## src/rtl/if_fetch_stage_if.sv

```systemverilog
// Instruction-memory request/response bundle: fetch stage is master, memory is slave.
// One outstanding request; im_req&im_gnt is the accept, im_valid returns the word later.
interface if_fetch_stage_if;
  logic        im_req;
  logic [31:0] im_addr;
  logic        im_gnt;
  logic        im_valid;
  logic [31:0] im_rdata;

  modport master (output im_req, im_addr, input im_gnt, im_valid, im_rdata);
  modport slave  (input im_req, im_addr, output im_gnt, im_valid, im_rdata);
endinterface

```

## src/rtl/if_fetch_stage.sv

```systemverilog
// Fetch stage: owns the PC, single-outstanding imem master, IF/ID register; IF_PERF_CNT_EN adds fetch/bubble counters.
// Response loads IF/ID on its arrival edge; IFStall holds IF/ID and PC, a skid buffer absorbs a response arriving under stall.
module if_fetch_stage #(
  parameter logic [31:0] RESET_PC  = 32'h0000_0000,
  parameter logic [31:0] NOP_INSTR = 32'h0000_0013
) (
  input  logic                clk,
  input  logic                rst_n,
  if_fetch_stage_if.master    imem,
  input  logic                IFStall,
  input  logic                BranchTaken,
  input  logic [31:0]         BranchTarget,
  output logic [31:0]         IF_pcout,
  output logic [31:0]         IF_instrout,
  output logic                IF_valid
`ifdef IF_PERF_CNT_EN
  ,
  output logic [31:0]         perf_fetched,
  output logic [31:0]         perf_bubbles
`endif
);

  localparam logic [2:0] S_IDLE = 3'd0;
  localparam logic [2:0] S_REQ  = 3'd1;
  localparam logic [2:0] S_WAIT = 3'd2;
  localparam logic [2:0] S_HOLD = 3'd3;
  localparam logic [2:0] S_DROP = 3'd4;

  logic [2:0]  state_q, state_n;
  logic [31:0] pc_q, pc_n;
  logic [31:0] skid_q, skid_n;
  logic        req_q;
  logic        deliver, flush, bubble;
  logic [31:0] deliver_dat;

  assign imem.im_req  = req_q;
  assign imem.im_addr = pc_q;
  assign deliver_dat  = (state_q == S_HOLD) ? skid_q : imem.im_rdata;

  always_comb begin
    state_n = state_q;
    pc_n    = pc_q;
    skid_n  = skid_q;
    deliver = 1'b0;
    flush   = 1'b0;
    bubble  = 1'b0;
    if (BranchTaken) begin
      // A grant or response coinciding with the redirect belongs to the old path.
      flush  = 1'b1;
      pc_n   = {BranchTarget[31:2], 2'b00};
      skid_n = '0;
      case (state_q)
        S_REQ:   state_n = imem.im_gnt ? S_DROP : S_REQ;
        S_WAIT:  state_n = imem.im_valid ? S_REQ : S_DROP;
        S_DROP:  state_n = imem.im_valid ? S_REQ : S_DROP;
        default: state_n = S_REQ;
      endcase
    end else begin
      case (state_q)
        S_IDLE: state_n = S_REQ;
        S_REQ:  if (imem.im_gnt) state_n = S_WAIT;
        S_WAIT: begin
          if (imem.im_valid) begin
            if (IFStall) begin
              skid_n  = imem.im_rdata;
              state_n = S_HOLD;
            end else begin
              deliver = 1'b1;
              state_n = S_REQ;
            end
          end
        end
        S_HOLD: begin
          if (!IFStall) begin
            deliver = 1'b1;
            state_n = S_REQ;
          end
        end
        S_DROP:  if (imem.im_valid) state_n = S_REQ;
        default: state_n = S_IDLE;
      endcase
      bubble = !IFStall && !deliver;
      if (deliver) pc_n = pc_q + 32'd4;
    end
  end

  always_ff @(posedge clk or negedge rst_n) begin
    if (!rst_n) begin
      state_q     <= S_IDLE;
      pc_q        <= RESET_PC;
      skid_q      <= '0;
      req_q       <= 1'b0;
      IF_pcout    <= '0;
      IF_instrout <= NOP_INSTR;
      IF_valid    <= 1'b0;
    end else begin
      state_q <= state_n;
      pc_q    <= pc_n;
      skid_q  <= skid_n;
      req_q   <= (state_n == S_REQ);
      if (deliver) begin
        IF_pcout    <= pc_q;
        IF_instrout <= deliver_dat;
        IF_valid    <= 1'b1;
      end else if (flush || bubble) begin
        IF_instrout <= NOP_INSTR;
        IF_valid    <= 1'b0;
      end
    end
  end

`ifdef IF_PERF_CNT_EN
  logic [31:0] fetched_q, bubbles_q;

  always_ff @(posedge clk or negedge rst_n) begin
    if (!rst_n) begin
      fetched_q <= '0;
      bubbles_q <= '0;
    end else begin
      if (deliver)          fetched_q <= fetched_q + 32'd1;
      if (flush || bubble)  bubbles_q <= bubbles_q + 32'd1;
    end
  end

  assign perf_fetched = fetched_q;
  assign perf_bubbles = bubbles_q;
`endif

endmodule
```

## src/flat_wrapper.sv

```systemverilog
// flat-port wrapper written by rule: the top's interface ports become plain ports
module if_fetch_stage_flat 
#(
  parameter logic [31:0] RESET_PC  = 32'h0000_0000,
  parameter logic [31:0] NOP_INSTR = 32'h0000_0013
)
  (clk, rst_n, IFStall, BranchTaken, BranchTarget, IF_pcout, IF_instrout, IF_valid, imem_im_req, imem_im_addr, imem_im_gnt, imem_im_valid, imem_im_rdata);
  if_fetch_stage_if imem_i ();
  input  logic clk;
  input  logic rst_n;
  input  logic IFStall;
  input  logic BranchTaken;
  input  logic [31:0] BranchTarget;
  output logic [31:0] IF_pcout;
  output logic [31:0] IF_instrout;
  output logic IF_valid;
  output wire logic [$bits(imem_i.im_req)-1:0] imem_im_req;
  output wire logic [$bits(imem_i.im_addr)-1:0] imem_im_addr;
  input wire logic [$bits(imem_i.im_gnt)-1:0] imem_im_gnt;
  input wire logic [$bits(imem_i.im_valid)-1:0] imem_im_valid;
  input wire logic [$bits(imem_i.im_rdata)-1:0] imem_im_rdata;
  assign imem_im_req = imem_i.im_req;
  assign imem_im_addr = imem_i.im_addr;
  assign imem_i.im_gnt = imem_im_gnt;
  assign imem_i.im_valid = imem_im_valid;
  assign imem_i.im_rdata = imem_im_rdata;
  if_fetch_stage #(.RESET_PC(RESET_PC), .NOP_INSTR(NOP_INSTR)) u_core (.clk(clk), .rst_n(rst_n), .imem(imem_i), .IFStall(IFStall), .BranchTaken(BranchTaken), .BranchTarget(BranchTarget), .IF_pcout(IF_pcout), .IF_instrout(IF_instrout), .IF_valid(IF_valid));
endmodule
```

## config.mk

```make
export PLATFORM = sky130hd
export DESIGN_NAME = if_fetch_stage_flat
export DESIGN_NICKNAME = d
export VERILOG_FILES = /design/src/rtl/if_fetch_stage_if.sv /design/src/rtl/if_fetch_stage.sv /design/src/flat_wrapper.sv
export SDC_FILE = /design/constraint.sdc
export NUM_CORES = 1
export LEC_CHECK = 0
export CAP_MARGIN = 20
export CELL_PAD_IN_SITES_DETAIL_PLACEMENT = 1
export CELL_PAD_IN_SITES_GLOBAL_PLACEMENT = 1
export CORE_MARGIN = 2
export CORE_UTILIZATION = 36
export DETAILED_ROUTE_END_ITERATION = 16
export GPL_ROUTABILITY_DRIVEN = 0
export PLACE_DENSITY = 0.86
export SLEW_MARGIN = 20
export SYNTH_ARGS = -nofsm -noshare
export SYNTH_HDL_FRONTEND = slang
export SYNTH_SLANG_ARGS = --single-unit
```

## constraint.sdc

```tcl
create_clock -name clk -period 2.35 [get_ports clk]
set_input_delay 0.47 -clock clk [delete_from_list [all_inputs] [get_ports clk]]
set_output_delay 0.47 -clock clk [all_outputs]
set_load 0.03 [all_outputs]
```

# [After elaboration in Yosys (flattened, before gate mapping)]
# Index checks and enable logic that the tools add are counted.
[op_classes] addsub=1 n_eq_ne=5 n_mux=28 n_reduce_logical=12
[op_table] operator="$mux W32" n=9
[op_table] operator="$add A32 B3 Y32 const B" n=1
[op_table] operator="$mux W3" n=7
[op_table] operator="$pmux W3 S5" n=1
[op_table] operator="$reduce_bool A2 Y1" n=5
[op_table] operator="$mux W1" n=8
[op_table] operator="$eq A3 B1 Y1 const B" n=2
[op_table] operator="$eq A3 B2 Y1 const B" n=2
[op_table] operator="$pmux W3 S2" n=1
[op_table] operator="$eq A3 B3 Y1 const B" n=1
[op_table] operator="$logic_not A3 Y1" n=1
[op_table] operator="$reduce_and A3 Y1" n=1
[op_table] operator="$logic_not A1 Y1" n=2
[op_table] operator="$mux W2" n=1
[op_table] operator="$pmux W1 S2" n=1
[op_table] operator="$reduce_or A2 Y1" n=1
[op_table] operator="$logic_and A1 B1 Y1" n=1
[op_table] operator="$logic_or A1 B1 Y1" n=1
[totals] register_bits=133 input_bits=70 output_inout_bits=98 word_cells=53

# [Depth between registers and ports, before layout]
[depth] ltp_word=10 mapped_depth=8 depth_no_buf=5

# [Least setup slack after synthesis]
# OpenSTA, ideal clock, no wires.
[synth_timing] path_kind="reg2reg" startpoint="register u_core.pc_q[10], in the netlist u_core.imem.im_addr[10]" endpoint="register u_core.pc_q[28], in the netlist u_core.imem.im_addr[28]" arrival_ps=2096 path_slack_ps=172 stages_incl_launch_ff=8 period_less_slack_ps=2178 cell_sequence="dfrtp_1 buf_4 nand3_2 or3_1 buf_6 buf_6 or4_1 a31oi_1"
[synth_between] elab_chain_cells=3
[synth_rtl] element="start, declared" line_no="if_fetch_stage.sv:30" text="logic [31:0] pc_q, pc_n;"
[synth_rtl] element="start signal, assigned" line_no="if_fetch_stage.sv:98" text="pc_q <= pc_n;"
[synth_rtl] element="$add A32 B3 Y32" line_no="if_fetch_stage.sv:83" text="if (deliver) pc_n = pc_q + 32'd4;"
[synth_rtl] element="$mux W32" line_no="if_fetch_stage.sv:83"
[synth_rtl] element="$mux W32" line_no="if_fetch_stage.sv:47" text="if (BranchTaken) begin"
# Every way passes these cells. The select of a mux whose other input is x is not followed.
# A chain may end at the register's enable or synchronous reset.

# [Final worst setup path]
[layout_timing] startpoint="register u_core.pc_q[23], in the netlist u_core.imem.im_addr[23]" endpoint="output port imem_im_addr[23]"
[layout_lines] element="end, declared" line_no="flat_wrapper.sv:18" text="output wire logic [$bits(imem_i.im_addr)-1:0] imem_im_addr;"
# No word-level cell between the ends.

==> run metrics <==
status=completed; WP buf/inv=1; initial drt markers=~260; Leak=~3.7 nW; share of the synthesized area in the top cell type=about 53%; Clock Latency Late Sink=between 0.4 and 0.5 ns; Critical Path, Cell by Cell=clkdlybuf4s50_1; root buf cell=clkbuf_16; stages on the worst setup path=1; commonest non-fill, non-tap cells in the layout=clkdlybuf4s50_1 (159), dfrtp_1 (126), nand2_1 (117); worst endpoint required time=around 1.9 ns; CP endpoint kind=primary output; synthesized cell area=about 6000 µm²; Reg-to-Reg End=u_core.imem.im_addr[27]$_DFFE_PN0P_; die width=132.8 µm; CTS buffer count=17; R2R depth=5; Boundary Pins=between 150 and 200; Synth area leaders=dfrtp_1 (53%), nand2_1 (7.4%), mux2i_1 (5.7%); Worst setup SP type=register; hold path depth=3; min-delay src=BranchTaken; RR Startpoint=u_core.imem.im_addr[19]$_DFFE_PN0P_; reg-to-reg slack, setup=around 0.19 ns; Power Density=around 930 nW/µm²; critical path arrival=1.73 ns; Routed Antenna Nets=0; Mean Syn Cell Area=approximately 10 µm²; Hold/Removal Path Class=input port to register; first-pass GRT wire length=31.89 mm; clock-pin slew on the worst setup and hold paths=0.05 ns; CP delay by family, top=buffers and inverters; worst vdd ir=about 0.64 mV; core area=around 16000 µm²; WL/cell=around 20 µm; Setup Buffers After CTS=0; number of synthesized flops with an enable pin=0; Fill cells=between 1500 and 2000; final hold violation count=0; yosys warns=0; Worst-Margin Slew=~0.52 ns; post-synthesis sequential area ratio=about 54%; IO buf count=161; post-route clock period utilization=~94%; post-synthesis register bit count=129; min Tclk post-route=between 2 and 2.5 ns; DIE AREA=17630 µm²; max_cap viols=0; Die H=about 130 µm; Clock Skew=between 0.009 and 0.01 ns; Max-slew headroom=between 60% and 70%; vias in the first global route=slightly above 6000; Crit Path Max Fanout=9; DR vias=between 5000 and 6000; Slew Viols, Final=0; initial antenna violation count=1; Slowest-stage cell, CP=clkdlybuf4s50_1; Multi-input gate area=2522 µm²; clock buffer depth=2; largest net degree at the start of global routing=49; Reg area=approximately 3200 µm²; slowest stage delay, CP=between 0.7 and 0.8 ns; dpl ws=-0.1733 ns; Routed WL=between 15 and 20 mm; most used flip-flop cell after synthesis=dfrtp_1; initial cell density of the core=36.38%; CTS Sinks=129; via-per-instance ratio=5.391; Worst Hold End=u_core.imem.im_addr[10]$_DFFE_PN0P_; count of different cell masters after synthesis=40; Synth area leader=dfrtp_1; final setup fails=0; Async SR Flop Fraction=100.0%; RSZ-0062 raised after global routing=false; Fmax=between 0.4 and 0.5 GHz; setup ws final=~0.15 ns; Setup CP Type=register to primary output; Hold WS=about 0.46 ns; CTS tree=yes; row count=47; GRT Total Usage=a little under a quarter; grt total ovfl=0; share of cells above drive strength 1=14.07%; Tot Pwr=between 0.008 and 0.009 W; commonest non-fill, non-tap cell in the layout=clkdlybuf4s50_1; Remaining DRCs=0; DPL Wire Length=13.89 mm; Post-Syn Instances=598; H-tree depth=4; layout net count=849; DR pass1 iterations=4; P&R area growth vs syn=45.17%
## per-stage QoR
step / utilization [%] / TNS, ns / instance area, µm² / cells
floorplan: - / 0 / 5981 / 601
CTS: 52.77 / 0 / 8658 / 1009
detailed placement: 49.04 / -1.527 / 8045 / 978
global route: 52.82 / 0 / 8666 / 1010
global placement: 49.04 / -0.5423 / 8045 / 978
finish: 52.82 / 0 / 8666 / 1010
## synthesized netlist by cell type (9+ instances only)
library cell  number
dfrtp_1          126
nand2_1          118
o21ai_0           44
a21oi_1           39
mux2i_1           34
mux2_2            30
clkbuf_1          28
nor2_1            26
or4_1             18
a31oi_1           17
o31ai_1           15
nand3_1           13
nand4_1            9
## per-layer routing
metal	GRT usage (%)	vias up	share of wire, %
li1	-	2468	-
met1	26.80	2745	40
met2	40.79	178	52
met3	4.559	54	4.0
met4	12.25	0	3.6
met5	0	-	0
## cell families (layout without fill, tap and decap cells)
logic type,Yosys count,after routing,synth area share (%)
flops,129,129,54.14
other cells,1,5,0.06282
xor+xnor,8,8,1.174
buf+inv,53,241,4.150
simple gates,221,221,17.48
fa+ha+maj,1,1,0.2096
mux,64,64,11.36
compound gates,121,121,11.42
## power breakdown
part           internal (W)  total (W)  switching [W]
combinational       0.00113    0.00253        0.00141
sequential          0.00259    0.00285       0.000259
clock               0.00174    0.00270       0.000966
total               0.00546    0.00809        0.00263
## tightest hold or removal path, cell delays in order
cell	delay, ns
buf_2	0.19
nand2_1	0.09
o21ai_0	0.08
## worst max path at each step
stage / startpoint / end / slack (ns)
2_1_floorplan: u_core.imem.im_addr[10]$_DFFE_PN0P_ / u_core.imem.im_addr[28]$_DFFE_PN0P_ / 0.17
3_3_place_gp: IFStall / u_core.imem.im_addr[20]$_DFFE_PN0P_ / -0.09
3_5_place_dp: IFStall / u_core.imem.im_addr[20]$_DFFE_PN0P_ / -0.17
4_1_cts: u_core.imem.im_addr[12]$_DFFE_PN0P_ / u_core.imem.im_addr[18]$_DFFE_PN0P_ / 0.04
5_1_grt: u_core.imem.im_addr[19]$_DFFE_PN0P_ / u_core.imem.im_addr[27]$_DFFE_PN0P_ / 0.08
6_report: u_core.imem.im_addr[23]$_DFFE_PN0P_ / imem_im_addr[23] / 0.15
## sequential cells by signal (all words and copies together), names as in the netlist
signal / count
u_core.IF_pcout: 30
u_core.state_q: 3
u_core.IF_instrout: 32
u_core.skid_q: 32
u_core.imem.im_req: 1
u_core.IF_valid: 1
u_core.imem.im_addr: 30
## timing repair
action / in CTS / in global routing
endpoints found under the hold margin: 36 / 0
gates resized for setup: 0 / 2
hold buffers: 1 / 0
endpoints found under the setup margin: 0 / 12
## final cells by class
| cell class | instances | share of cell area (%) |
|---|---|---|
| flip-flops and latches | 129 | 37.29 |
| multi-input cells | 419 | 29.11 |
| repair buffers | 203 | 23.09 |
| clock buffers | 21 | 5.429 |
| well taps | 220 | 3.176 |
| clock inverters | 9 | 1.530 |
| inverters | 8 | 0.3465 |
| diodes | 1 | 0.02888 |
Note: power is estimated with default switching activity, not from simulation.
